File: src/rtl/vga_timing_pkg.sv
// vga_timing_pkg -- shared VGA timing constants (1024x768 @ 60 Hz defaults),
// derived line/frame totals, and the per-axis flag bundle exchanged between
// vga_axis_counter and vga_timing_gen. Also used by vga_display.
package vga_timing_pkg;

    localparam int unsigned CW = 12;   // counter / coordinate width

    localparam int unsigned DEF_H_ACTIVE = 1024;
    localparam int unsigned DEF_H_FP     = 24;
    localparam int unsigned DEF_H_SYNCP  = 136;
    localparam int unsigned DEF_H_BP     = 160;
    localparam int unsigned DEF_V_ACTIVE = 768;
    localparam int unsigned DEF_V_FP     = 3;
    localparam int unsigned DEF_V_SYNCP  = 6;
    localparam int unsigned DEF_V_BP     = 29;
    localparam logic        DEF_HS_POL   = 1'b0;
    localparam logic        DEF_VS_POL   = 1'b0;

    // Blanking precedes the visible region, so the first visible position
    // is the sum of the three blanking intervals.
    function automatic int unsigned axis_start(input int unsigned fp,
                                               input int unsigned syncp,
                                               input int unsigned bp);
        return fp + syncp + bp;
    endfunction

    localparam int unsigned H_START = axis_start(DEF_H_FP, DEF_H_SYNCP, DEF_H_BP);
    localparam int unsigned V_START = axis_start(DEF_V_FP, DEF_V_SYNCP, DEF_V_BP);
    localparam int unsigned H_TOTAL = H_START + DEF_H_ACTIVE;
    localparam int unsigned V_TOTAL = V_START + DEF_V_ACTIVE;

    // Position flags of one axis, evaluated on its next-state count.
    typedef struct packed {
        logic sync;   // inside the sync pulse
        logic act;    // inside the visible region
        logic last;   // at TOTAL-1
    } axis_flags_t;

endpackage

File: src/rtl/vga_axis_counter.sv
// vga_axis_counter -- one timing axis (horizontal or vertical).
//   clk, rst_n : pixel clock, asynchronous active-low reset
//   inc        : advance the count by one this cycle (wraps at TOTAL-1)
//   cnt_q      : registered position, 0..TOTAL-1
//   cnt_d      : next-state position, for aligned downstream registers
//   flags_d    : sync/active/last flags of cnt_d
module vga_axis_counter
    import vga_timing_pkg::*;
#(
    parameter int unsigned TOTAL      = H_TOTAL,
    parameter int unsigned SYNC_START = DEF_H_FP,
    parameter int unsigned SYNC_LEN   = DEF_H_SYNCP,
    parameter int unsigned ACT_START  = H_START
) (
    input  logic          clk,
    input  logic          rst_n,
    input  logic          inc,
    output logic [CW-1:0] cnt_q,
    output logic [CW-1:0] cnt_d,
    output axis_flags_t   flags_d
);

    localparam logic [CW-1:0] LAST    = CW'(TOTAL - 1);
    localparam logic [CW-1:0] SYNC_LO = CW'(SYNC_START);
    localparam logic [CW-1:0] SYNC_HI = CW'(SYNC_START + SYNC_LEN);
    localparam logic [CW-1:0] ACT_LO  = CW'(ACT_START);

    always_comb begin
        cnt_d = cnt_q;
        if (inc) begin
            // >= rather than == keeps the count bounded even from a corrupt state
            cnt_d = (cnt_q >= LAST) ? '0 : cnt_q + 1'b1;
        end
        flags_d.sync = (cnt_d >= SYNC_LO) && (cnt_d < SYNC_HI);
        flags_d.act  = (cnt_d >= ACT_LO);
        flags_d.last = (cnt_d == LAST);
    end

    always_ff @(posedge clk or negedge rst_n) begin
        if (!rst_n) begin
            cnt_q <= '0;
        end else begin
            cnt_q <= cnt_d;
        end
    end

endmodule

File: src/rtl/vga_timing_gen.sv
// vga_timing_gen -- VGA sync/blanking timing generator.
//   clk, rst_n        : pixel clock, asynchronous active-low reset
//   pix_en            : clock enable; timing advances only when high
//   h_counter/v_counter: raster position (0..H_TOTAL-1 / 0..V_TOTAL-1)
//   hs, vs            : sync outputs, asserted level HS_POL / VS_POL
//   video_active      : inside the visible area
//   active_x/active_y : visible-pixel coordinates, 0 outside the visible area
//   line_end/frame_end: markers at the last pixel of a line / of a frame
// Every output is a register loaded from next-state counter values, so all
// outputs describe the same raster position in every cycle.
module vga_timing_gen
    import vga_timing_pkg::*;
#(
    parameter int unsigned H_ACTIVE = DEF_H_ACTIVE,
    parameter int unsigned H_FP     = DEF_H_FP,
    parameter int unsigned H_SYNCP  = DEF_H_SYNCP,
    parameter int unsigned H_BP     = DEF_H_BP,
    parameter int unsigned V_ACTIVE = DEF_V_ACTIVE,
    parameter int unsigned V_FP     = DEF_V_FP,
    parameter int unsigned V_SYNCP  = DEF_V_SYNCP,
    parameter int unsigned V_BP     = DEF_V_BP,
    parameter logic        HS_POL   = DEF_HS_POL,
    parameter logic        VS_POL   = DEF_VS_POL
) (
    input  logic          clk,
    input  logic          rst_n,
    input  logic          pix_en,
    output logic [CW-1:0] h_counter,
    output logic [CW-1:0] v_counter,
    output logic          hs,
    output logic          vs,
    output logic          video_active,
    output logic [CW-1:0] active_x,
    output logic [CW-1:0] active_y,
    output logic          line_end,
    output logic          frame_end
);

    localparam int unsigned H_ST  = axis_start(H_FP, H_SYNCP, H_BP);
    localparam int unsigned V_ST  = axis_start(V_FP, V_SYNCP, V_BP);
    localparam int unsigned H_TOT = H_ST + H_ACTIVE;
    localparam int unsigned V_TOT = V_ST + V_ACTIVE;

    logic [CW-1:0] h_cnt_d, v_cnt_d;
    axis_flags_t   h_flags_d, v_flags_d;

    logic          hs_q, vs_q, video_active_q, line_end_q, frame_end_q;
    logic          hs_d, vs_d, video_active_d, line_end_d, frame_end_d;
    logic [CW-1:0] active_x_q, active_y_q, active_x_d, active_y_d;
    logic          v_inc;

    // line_end_q is high exactly while h_counter sits at H_TOTAL-1, so it
    // doubles as the horizontal-wrap strobe for the vertical axis.
    assign v_inc = pix_en & line_end_q;

    vga_axis_counter #(
        .TOTAL      (H_TOT),
        .SYNC_START (H_FP),
        .SYNC_LEN   (H_SYNCP),
        .ACT_START  (H_ST)
    ) u_h_axis (
        .clk     (clk),
        .rst_n   (rst_n),
        .inc     (pix_en),
        .cnt_q   (h_counter),
        .cnt_d   (h_cnt_d),
        .flags_d (h_flags_d)
    );

    vga_axis_counter #(
        .TOTAL      (V_TOT),
        .SYNC_START (V_FP),
        .SYNC_LEN   (V_SYNCP),
        .ACT_START  (V_ST)
    ) u_v_axis (
        .clk     (clk),
        .rst_n   (rst_n),
        .inc     (v_inc),
        .cnt_q   (v_counter),
        .cnt_d   (v_cnt_d),
        .flags_d (v_flags_d)
    );

    always_comb begin
        hs_d           = h_flags_d.sync ? HS_POL : ~HS_POL;
        vs_d           = v_flags_d.sync ? VS_POL : ~VS_POL;
        video_active_d = h_flags_d.act & v_flags_d.act;
        active_x_d     = video_active_d ? h_cnt_d - CW'(H_ST) : '0;
        active_y_d     = video_active_d ? v_cnt_d - CW'(V_ST) : '0;
        line_end_d     = h_flags_d.last;
        frame_end_d    = h_flags_d.last & v_flags_d.last;
    end

    always_ff @(posedge clk or negedge rst_n) begin
        if (!rst_n) begin
            hs_q           <= ~HS_POL;
            vs_q           <= ~VS_POL;
            video_active_q <= 1'b0;
            active_x_q     <= '0;
            active_y_q     <= '0;
            line_end_q     <= 1'b0;
            frame_end_q    <= 1'b0;
        end else if (pix_en) begin
            hs_q           <= hs_d;
            vs_q           <= vs_d;
            video_active_q <= video_active_d;
            active_x_q     <= active_x_d;
            active_y_q     <= active_y_d;
            line_end_q     <= line_end_d;
            frame_end_q    <= frame_end_d;
        end
    end

    assign hs           = hs_q;
    assign vs           = vs_q;
    assign video_active = video_active_q;
    assign active_x     = active_x_q;
    assign active_y     = active_y_q;
    assign line_end     = line_end_q;
    assign frame_end    = frame_end_q;

endmodule

File: config.mk
export PLATFORM = sky130hd
export DESIGN_NAME = vga_timing_gen
export DESIGN_NICKNAME = d
export VERILOG_FILES = /design/src/rtl/vga_timing_pkg.sv /design/src/rtl/vga_axis_counter.sv /design/src/rtl/vga_timing_gen.sv
export SDC_FILE = /design/constraint.sdc
export NUM_CORES = 1
export LEC_CHECK = 0
export CAP_MARGIN = 15
export CORE_ASPECT_RATIO = 0.7
export CORE_MARGIN = 2
export CORE_UTILIZATION = 45
export DETAILED_ROUTE_END_ITERATION = 6
export DONT_BUFFER_PORTS = 1
export GPL_ROUTABILITY_DRIVEN = 0
export GPL_TIMING_DRIVEN = 1
export MAX_ROUTING_LAYER = met4
export PLACE_DENSITY_LB_ADDON = 0.1
export SLEW_MARGIN = 0
export SYNTH_ARGS = -nofsm -noshare
export SYNTH_HDL_FRONTEND = slang
export SYNTH_SLANG_ARGS = --single-unit
File: constraint.sdc
create_clock -name clk -period 3.61 [get_ports clk]
set_clock_uncertainty 0.15 [all_clocks]
set_input_delay 0.361 -clock clk [delete_from_list [all_inputs] [get_ports clk]]
set_output_delay 0.361 -clock clk [all_outputs]
set_load 0.03 [all_outputs]
Word level (Yosys, flattened, before mapping)
Cells that the tools add are included.

word-level totals
  register bits = 53
  output and inout bits = 53
  word-level logic and storage cells = 36

operators by class
  $add $sub $neg = 4
  magnitude comparators = 8
  equal/unequal tests = 2
  multiplexer cells = 8
  bitwise operators = 3
  reduce and logical (&&, ||, !) cells = 2

operators with widths
  kind                                                                      count
  12-bit two-way mux                                                        6
  12-bit by 1-bit adder with 12-bit output (second input constant)          2
  12-bit by 10-bit == test with 1-bit output (second input constant)        1
  12-bit by 11-bit == test with 1-bit output (second input constant)        1
  12-bit by 10-bit >= comparator with 1-bit output (second input constant)  1
  12-bit by 11-bit >= comparator with 1-bit output (second input constant)  1
  12-bit by 2-bit >= comparator with 1-bit output (second input constant)   1
  12-bit by 5-bit >= comparator with 1-bit output (second input constant)   1
  12-bit by 6-bit >= comparator with 1-bit output (second input constant)   1
  12-bit by 9-bit >= comparator with 1-bit output (second input constant)   1
  12-bit by 4-bit < comparator with 1-bit output (second input constant)    1
  12-bit by 8-bit < comparator with 1-bit output (second input constant)    1
  12-bit by 6-bit subtractor with 12-bit output (second input constant)     1
  12-bit by 9-bit subtractor with 12-bit output (second input constant)     1
  1-bit bitwise AND                                                         3
  1-bit logical AND                                                         2
  1-bit two-way mux                                                         2

Longest topological paths before layout
Gate-level depths: netlist of the first run.

  depth in word-level cells = 6
  gate-level depth with buffers = 14

Hierarchy
From an unflattened synthesis of the first run, not the netlist that was laid out.

unflattened totals
  cell total of the unflattened synthesis = 342
  area, all modules = 3,178.0 um^2

by module, submodules not included
  module                       times used  cells an instance  area an instance (um^2)
  vga_timing_gen               1           136                1,333.8
  vga_axis_counter (u_v_axis)  1           112                1,024.7
  vga_axis_counter (u_h_axis)  1           94                 819.5

Worst setup path after synthesis of the first run
Ideal clock, no wire load.

  kind = register -> register
  start = reg u_h_axis.cnt_q[0]
  end = reg active_y_q[6] (netlist: active_y[6])
  library setup time = 75 ps
  arrival time = 3,055 ps
  data required time = 3,385 ps
  path slack = 330 ps
  stages on the path, launching flop included = 13
  buffers on the path = 1
  clock period less this slack = 3,280 ps
  cells stage by stage = dfrtp_1 -> ha_1 -> nand3_1 -> o41a_1 -> and2_4 -> ha_1 -> nor3_1 -> a2bb2oi_1 -> nor3_1 -> o22ai_2 -> nand4_4 -> buf_6 -> o2bb2ai_2

on the way
  word-level cells in the longest chain between the ends = 6

RTL lines
  what                                                                                                                 line                    RTL
  start: declaration                                                                                                   vga_axis_counter.sv:18  output logic [CW-1:0] cnt_q,
  start signal: assignment                                                                                             vga_axis_counter.sv:43  cnt_q <= cnt_d;
  12-bit by 1-bit adder with 12-bit output / 12-bit by 11-bit >= comparator with 1-bit output (equally long branches)  vga_axis_counter.sv:32  cnt_d = (cnt_q >= LAST) ? '0 : cnt_q + 1'b1;
  12-bit two-way mux                                                                                                   vga_axis_counter.sv:32
  12-bit two-way mux (*)                                                                                               vga_axis_counter.sv:30  if (inc) begin
  12-bit by 9-bit >= comparator with 1-bit output (*)                                                                  vga_axis_counter.sv:35  flags_d.act = (cnt_d >= ACT_LO);
  1-bit bitwise AND (*)                                                                                                vga_timing_gen.sv:87    video_active_d = h_flags_d.act & v_flags_d.act;
  12-bit two-way mux (*)                                                                                               vga_timing_gen.sv:89    active_y_d = video_active_d ? v_cnt_d - CW'(V_ST) : '0;
  end signal: assignment                                                                                               vga_timing_gen.sv:108   active_y_q <= active_y_d;
  end: declaration                                                                                                     vga_timing_gen.sv:49    logic [CW-1:0] active_x_q, active_y_q, active_x_d, active_y_d;

Mark *: on every way between the ends. The rest lies on a longest branch, timed or not.
A chain may end at the register's enable or synchronous reset.

Final worst setup path of the first run
  start = reg u_h_axis.cnt_q[1]
  end = reg active_x_q[11] (netlist: active_x[11])

on the way
  word-level cells in the longest chain between the ends = 6

RTL lines
  what                                                                                                                 line                    RTL
  12-bit by 1-bit adder with 12-bit output / 12-bit by 11-bit >= comparator with 1-bit output (equally long branches)  vga_axis_counter.sv:32
  12-bit two-way mux                                                                                                   vga_axis_counter.sv:32
  12-bit two-way mux (*)                                                                                               vga_axis_counter.sv:30
  12-bit by 9-bit >= comparator with 1-bit output                                                                      vga_axis_counter.sv:35
  1-bit bitwise AND                                                                                                    vga_timing_gen.sv:87
  12-bit two-way mux (*)                                                                                               vga_timing_gen.sv:88    active_x_d = video_active_d ? h_cnt_d - CW'(H_ST) : '0;
  end signal: assignment                                                                                               vga_timing_gen.sv:107   active_x_q <= active_x_d;
  end: declaration                                                                                                     vga_timing_gen.sv:49

Marks and branches as above.

==> flow_metrics.env, run 1 <==
export IMPL_yosysWarnings=0
export IMPL_row_count=26
export IMPL_area_delta_synth_final_pct=10.03
export IMPL_crit_fanout=20
export IMPL_arrival_ns=3.39
export IMPL_die_y_um=77.33
export IMPL_p_sw_share_pct=37.75
export IMPL_cp_required_ns=3.64
export IMPL_fin_cells=476
export IMPL_grt_max_degree=54
export IMPL_wl_per_cell_um=20.60
export IMPL_clk_insertion_delay_late_ns=0.32
export IMPL_fin_crit_sh_pct=92.94
export IMPL_p_leak_nw=1.674
export IMPL_layout_setup_ws_ns=0.2548
export IMPL_max_vdd_ir_drop_v=0.0002240
export IMPL_fmax_ghz=0.2980
export IMPL_synth_edf_count=0
export IMPL_clk_pin_slew_ns=0.12
export IMPL_fillers=668
export IMPL_yosysSeqAreaShare_pct=38.44
export IMPL_drv_cap=0
export IMPL_core_area_um2=7385
export IMPL_crit_type="flip-flop to flip-flop"
export IMPL_drive_gt1_share_pct=18.78
export IMPL_ant_nets=0
export IMPL_startpoint_type="flip-flop"
export IMPL_dp_hpwl_mm=7.119
export IMPL_start_util_pct=46.81
export IMPL_netlist_area_um2=3457
export IMPL_cts_tree="yes"
export IMPL_synthesis_nets=379
export IMPL_combPwrFrac_pct=28.8
export IMPL_antenna_found_initial=0
export IMPL_yosysUniqueCellTypes=69
export IMPL_setup_tns_ns=0
export IMPL_grt_pass1_vias=2778
export IMPL_period_needed_ns=3.355
export IMPL_synth_ff_type="dfrtp_1"
export IMPL_grt_pass1_wl_mm=15.78
export IMPL_slew_violations=0
export IMPL_drt_vias_per_instance=6.145
export IMPL_register_area_um2=1330
export IMPL_multi_input_area_um2=1909
export IMPL_setup_violations_final=0
export IMPL_rsz0062_at_grt="no"
export IMPL_dieArea_um2=8410
export IMPL_power_density_nw_per_um2=417.4
export IMPL_clkPwrFrac_pct=27.8
export IMPL_ys_seq_elements=53
export IMPL_port_buffers=0
export IMPL_endpoint_kind="flip-flop"
export IMPL_dr_pass1_iters=5
export IMPL_drcViolationCount=0
export IMPL_htreeDepth=2
export IMPL_hold_class="primary input to flip-flop"
export IMPL_status="complete, no violations"
export IMPL_track_usage_pct=25.12
export IMPL_vias=2925
export IMPL_clockRootBuffer="clkbuf_8"
export IMPL_place_ws_ns=0.2425
export IMPL_cts_sinks=53
export IMPL_place_inst=465
export IMPL_power_switching_uw=599.4
export IMPL_cts_buffers=5
export IMPL_grt_overflow_total=0
export IMPL_io_pins=56
export IMPL_fin_nets=389
export IMPL_tightestPinTransition_ns=0.7368
export IMPL_slew_limit_headroom_pct=50.53
export IMPL_hold_viol=0
export IMPL_syn_area_per_cell_um2=9.420
export IMPL_post_cts_buffers=0
export IMPL_drt_initial_drc_count=203
export IMPL_intPower_uw=988.2
export IMPL_diodes=0
export IMPL_synthArstFlopShare_pct=100.0
export IMPL_syn_inst=367
export IMPL_worst_hold_slack_ns=0.03983
export IMPL_cts_max_path_buffers=2
export IMPL_pwr_share_seq_pct=43.4
export IMPL_wirelength_mm=9.807
export IMPL_die_w_um=108.8
==> per-stage QoR <==
step	util, %	cell area (um2)	total power, mW
floorplan	-	3457	0.9868
global placement	49.19	3632	1.130
detailed placement	49.19	3632	1.124
CTS	51.44	3799	1.586
global route	51.51	3804	1.655
finish	51.51	3804	1.588
==> worst max-delay path, stage by stage, from the launching register on <==
cell and delay, ns:
dfrtp_1 0.38, ha_1 0.26, nand3_1 0.23, o2111a_1 0.36
o21ai_0 0.36, ha_1 0.32, nor3_1 0.08, a2bb2oi_1 0.17
nor3_1 0.24, o22ai_2 0.13, nand4_4 0.19, buf_6 0.25
o22ai_2 0.11
==> cell usage after synthesis (all sizes together), types with 5 or more instances <==
library cell	number	area [um2]
o2bb2ai	20	281.5
xor2	8	70.07
o22ai	8	68.82
xnor2	15	131.4
nor3	13	70.07
a21oi	13	65.06
buf	11	72.56
nand2	19	71.32
o21ai	18	90.08
nand3	16	85.08
nand4	10	77.57
inv	24	90.09
clkbuf	12	47.55
or3	5	36.28
dfrtp	51	1276
ha	9	112.6
nor2	41	156.4
==> per-layer routing <==
layer	track usage [%]	vias to the layer above	wire length (um)
met5	-	-	0
met4	3.590	0	77
met3	6.975	8	1055
met2	31.56	133	3740
met1	40.17	1441	4934
li1	-	1343	-
==> registers in the layout, summed over array words and instances, names as in the netlist <==
name            count
line_end            1
vs                  1
active_x           12
u_h_axis.cnt_q     12
video_active        1
frame_end           1
u_v_axis.cnt_q     12
hs                  1
active_y           12
==> power by group through the flow <==
stage | sequential (mW) | clock (mW) | combinational [mW]
after floorplan | 0.755 | 0 | 0.232
after global placement | 0.700 | 0 | 0.430
after detailed placement | 0.700 | 0 | 0.424
after CTS | 0.688 | 0.449 | 0.450
after global routing | 0.695 | 0.472 | 0.488
final | 0.689 | 0.441 | 0.458
==> final cells by class <==
class | instances | area share [%]
clock inverters | 3 | 1.316
flip-flops and latches | 53 | 34.97
repair buffers | 26 | 5.888
multi-input cells | 266 | 50.20
inverters | 25 | 2.599
well taps | 98 | 3.224
clock buffers | 5 | 1.809
==> placed cells by master (no fill, tap or decap), types with 3 or more instances in the layout <==
master,instances
a21oi_1,13
nand4_1,9
o22ai_2,3
nand3_1,15
nor3_1,12
ha_1,9
clkbuf_8,5
nor2_1,40
xnor2_1,15
nor2b_1,4
xor2_1,8
o2bb2ai_1,3
or3_1,4
nor4_1,3
buf_4,22
inv_1,24
and4_1,4
o32ai_1,3
dfrtp_1,50
a31oi_1,3
mux2i_1,3
nand2b_1,4
nand2_1,19
o2bb2ai_2,17
o21a_1,4
mux2_2,3
o21ai_0,17
o22ai_1,5
a21o_1,3
==> kinds of logic after synthesis <==
group	after synthesis	share of synthesized area, %
AND/OR/NAND/NOR	130	19.58
buffers and inverters	48	6.334
adder cells (fa/ha/maj)	9	3.257
AO/OA/AOI/OAI	97	24.07
XOR/XNOR	23	5.827
multiplexers	7	2.497
flip-flops	53	38.44
==> final timing paths <==
kind,start,to,slack (ns),cells past startpoint
worst max-delay path,u_h_axis.cnt_q[1]$_DFF_PN0_,active_x[11]$_DFFE_PN0P_,0.25,12
worst min register to register,vs$_DFFE_PN1P_,vs$_DFFE_PN1P_,0.44,2
min in group asynchronous,rst_n,active_x[1]$_DFFE_PN0P_,0.39,2
worst min-delay path,pix_en,vs$_DFFE_PN1P_,0.04,2
worst max register to register,u_h_axis.cnt_q[1]$_DFF_PN0_,active_x[11]$_DFFE_PN0P_,0.25,12
max in group asynchronous,rst_n,vs$_DFFE_PN1P_,2.63,2
==> timing repair <==
item,in CTS,in global routing
setup endpoints to repair,0,2
hold buffers,3,0
endpoints found under the hold margin,62,0
gates resized for setup,0,2
(Power assumes the default switching activity.)
==> run 2, diff against run 1 <==
Settings changed: CORE_UTILIZATION 45 to 55, MAX_ROUTING_LAYER met4 to unset, RECOVER_POWER set to 25.
==> flow_metrics.env, run 2 (synthesized netlist as in run 1, its figures left out) <==
export IMPL_status="complete, but fails checks"
export IMPL_violations="max-capacitance violations, max-slew violations"
export IMPL_tightestPinTransition_ns=2.330
export IMPL_drt_vias_per_instance=6.374
export IMPL_slew_limit_headroom_pct=-55.36
export IMPL_hold_viol=0
export IMPL_power_density_nw_per_um2=409.5
export IMPL_die_y_um=70.33
export IMPL_r2r_cells=12
export IMPL_grt_pass1_wl_mm=14.73
export IMPL_combPwrFrac_pct=30.8
export IMPL_cts_buffers=5
export IMPL_regToRegStartpoint="u_h_axis.cnt_q[0]$_DFF_PN0_"
export IMPL_multi_input_area_um2=1909
export IMPL_diodes=0
export IMPL_pwr_share_seq_pct=44.4
export IMPL_period_needed_ns=3.333
export IMPL_clkPwrFrac_pct=24.7
export IMPL_wl_per_cell_um=20.67
export IMPL_start_util_pct=56.16
export IMPL_area_delta_synth_final_pct=7.999
export IMPL_dieArea_um2=6946
export IMPL_row_count=24
export IMPL_setup_violations_final=0
export IMPL_port_buffers=0
export IMPL_fin_nets=388
export IMPL_antenna_found_initial=0
export IMPL_intPower_uw=939.4
export IMPL_mostFrequentLayoutCells="dfrtp_1, nor2_1, inv_1"
export IMPL_htreeDepth=2
export IMPL_vias=2900
export IMPL_core_area_um2=6156
export IMPL_die_w_um=98.76
export IMPL_startpoint_type="flip-flop"
export IMPL_power_switching_uw=589.3
export IMPL_cts_tree="yes"
export IMPL_regToRegEndpoint="active_y[2]$_DFFE_PN0P_"
export IMPL_hold_class="primary input to flip-flop"
export IMPL_fin_cells=455
export IMPL_total_power_mw=1.529
export IMPL_endpoint_kind="flip-flop"
export IMPL_track_usage_pct=27.21
export IMPL_arrival_ns=3.42
export IMPL_grt_max_degree=54
export IMPL_clk_pin_slew_ns=0.11
export IMPL_clk_insertion_delay_late_ns=0.32
export IMPL_hold_path_startpoint="pix_en"
export IMPL_slew_violations=54
export IMPL_cts_max_path_buffers=2
export IMPL_crit_type="flip-flop to flip-flop"
export IMPL_cp_required_ns=3.70
export IMPL_cts_resized=0
export IMPL_place_inst=443
export IMPL_holdPathStages=2
export IMPL_fillers=545
export IMPL_drive_gt1_share_pct=17.77
export IMPL_drcViolationCount=0
export IMPL_min_to="vs$_DFFE_PN1P_"
export IMPL_setup_tns_ns=0
export IMPL_final_common_cell="dfrtp_1"
export IMPL_crit_fanout=22
export IMPL_drv_cap=1
export IMPL_r2r_slack_ns=0.28
export IMPL_drt_initial_drc_count=252
export IMPL_final_util_pct=60.65
export IMPL_ant_nets=0
export IMPL_io_pins=56
export IMPL_cts_sinks=53
export IMPL_register_area_um2=1329
export IMPL_dr_pass1_iters=5
export IMPL_max_vdd_ir_drop_v=0.0002432
export IMPL_p_sw_share_pct=38.55
export IMPL_fmax_ghz=0.3001
export IMPL_grt_overflow_total=0
export IMPL_rsz0062_at_grt="no"
export IMPL_fin_crit_sh_pct=92.32
export IMPL_p_leak_nw=1.654
export IMPL_grt_pass1_vias=2666
export IMPL_dp_hpwl_mm=6.744
export IMPL_wirelength_mm=9.404
export IMPL_clockRootBuffer="clkbuf_8"
## run 2: per-stage QoR
step           hold WS, ns  instance area [um2]  setup WS, ns
2_1_floorplan     -0.08459                 3457        0.3304
3_3_place_gp      -0.08321                 3592        0.4338
3_5_place_dp      -0.08315                 3592        0.3508
4_1_cts            0.01037                 3739        0.3286
5_1_grt            0.03759                 3734       0.09428
6_report           0.03517                 3734        0.2773
## run 2: power groups by stage
stage | clock network, mW | logic [mW] | registers [mW]
finish | 0.378 | 0.471 | 0.679
global route | 0.404 | 0.502 | 0.684
CTS | 0.380 | 0.464 | 0.677
detailed placement | 0 | 0.442 | 0.689
global placement | 0 | 0.437 | 0.687
floorplan | 0 | 0.232 | 0.755
## run 2: worst max-delay path by stage
stage | depth (start not counted) | start | slack (ns) | endpoint
after floorplan | 12 | u_h_axis.cnt_q[0]$_DFF_PN0_ | 0.33 | active_y[6]$_DFFE_PN0P_
after global placement | 12 | u_h_axis.cnt_q[0]$_DFF_PN0_ | 0.43 | active_y[2]$_DFFE_PN0P_
after detailed placement | 12 | u_h_axis.cnt_q[0]$_DFF_PN0_ | 0.35 | active_x[10]$_DFFE_PN0P_
after CTS | 12 | u_h_axis.cnt_q[0]$_DFF_PN0_ | 0.33 | active_y[3]$_DFFE_PN0P_
after global routing | 12 | u_h_axis.cnt_q[0]$_DFF_PN0_ | 0.09 | active_y[3]$_DFFE_PN0P_
final | 12 | u_h_axis.cnt_q[0]$_DFF_PN0_ | 0.28 | active_y[2]$_DFFE_PN0P_
## run 2: final cells by class
| type | instances | share of cell area (%) |
|---|---|---|
| timing repair buffer | 25 | 5.362 |
| clock buffer | 6 | 2.212 |
| inverter | 25 | 2.647 |
| clock inverter | 2 | 0.4357 |
| tap | 78 | 2.614 |
| multi-input combinational | 266 | 51.14 |
| sequential | 53 | 35.59 |
## run 2: what timing repair did
item | CTS | global route
hold buffers | 3 | 1
endpoints found under the hold margin | 61 | 1
buffers inserted | 0 | 0
## run 2: layer usage
| layer | vias to the layer above | part of all wire (%) | global-route usage, % |
|---|---|---|---|
| li1 | 1340 | - | - |
| met1 | 1405 | 51 | 45.12 |
| met2 | 147 | 38 | 34.23 |
| met3 | 8 | 10 | 7.608 |
| met4 | 0 | 0.78 | 5.784 |
| met5 | - | 0 | 0 |
## run 2: worst max-delay path: stages, from the launching register on
cell       delay, ns
dfrtp_1         0.37
ha_1            0.27
nand3_1         0.23
o41a_1          0.46
and2_4          0.19
ha_1            0.26
nor3_1          0.19
a2bb2oi_1       0.24
nor3_1          0.09
o22ai_2         0.19
nand4_4         0.13
buf_4           0.27
o2bb2ai_1       0.19
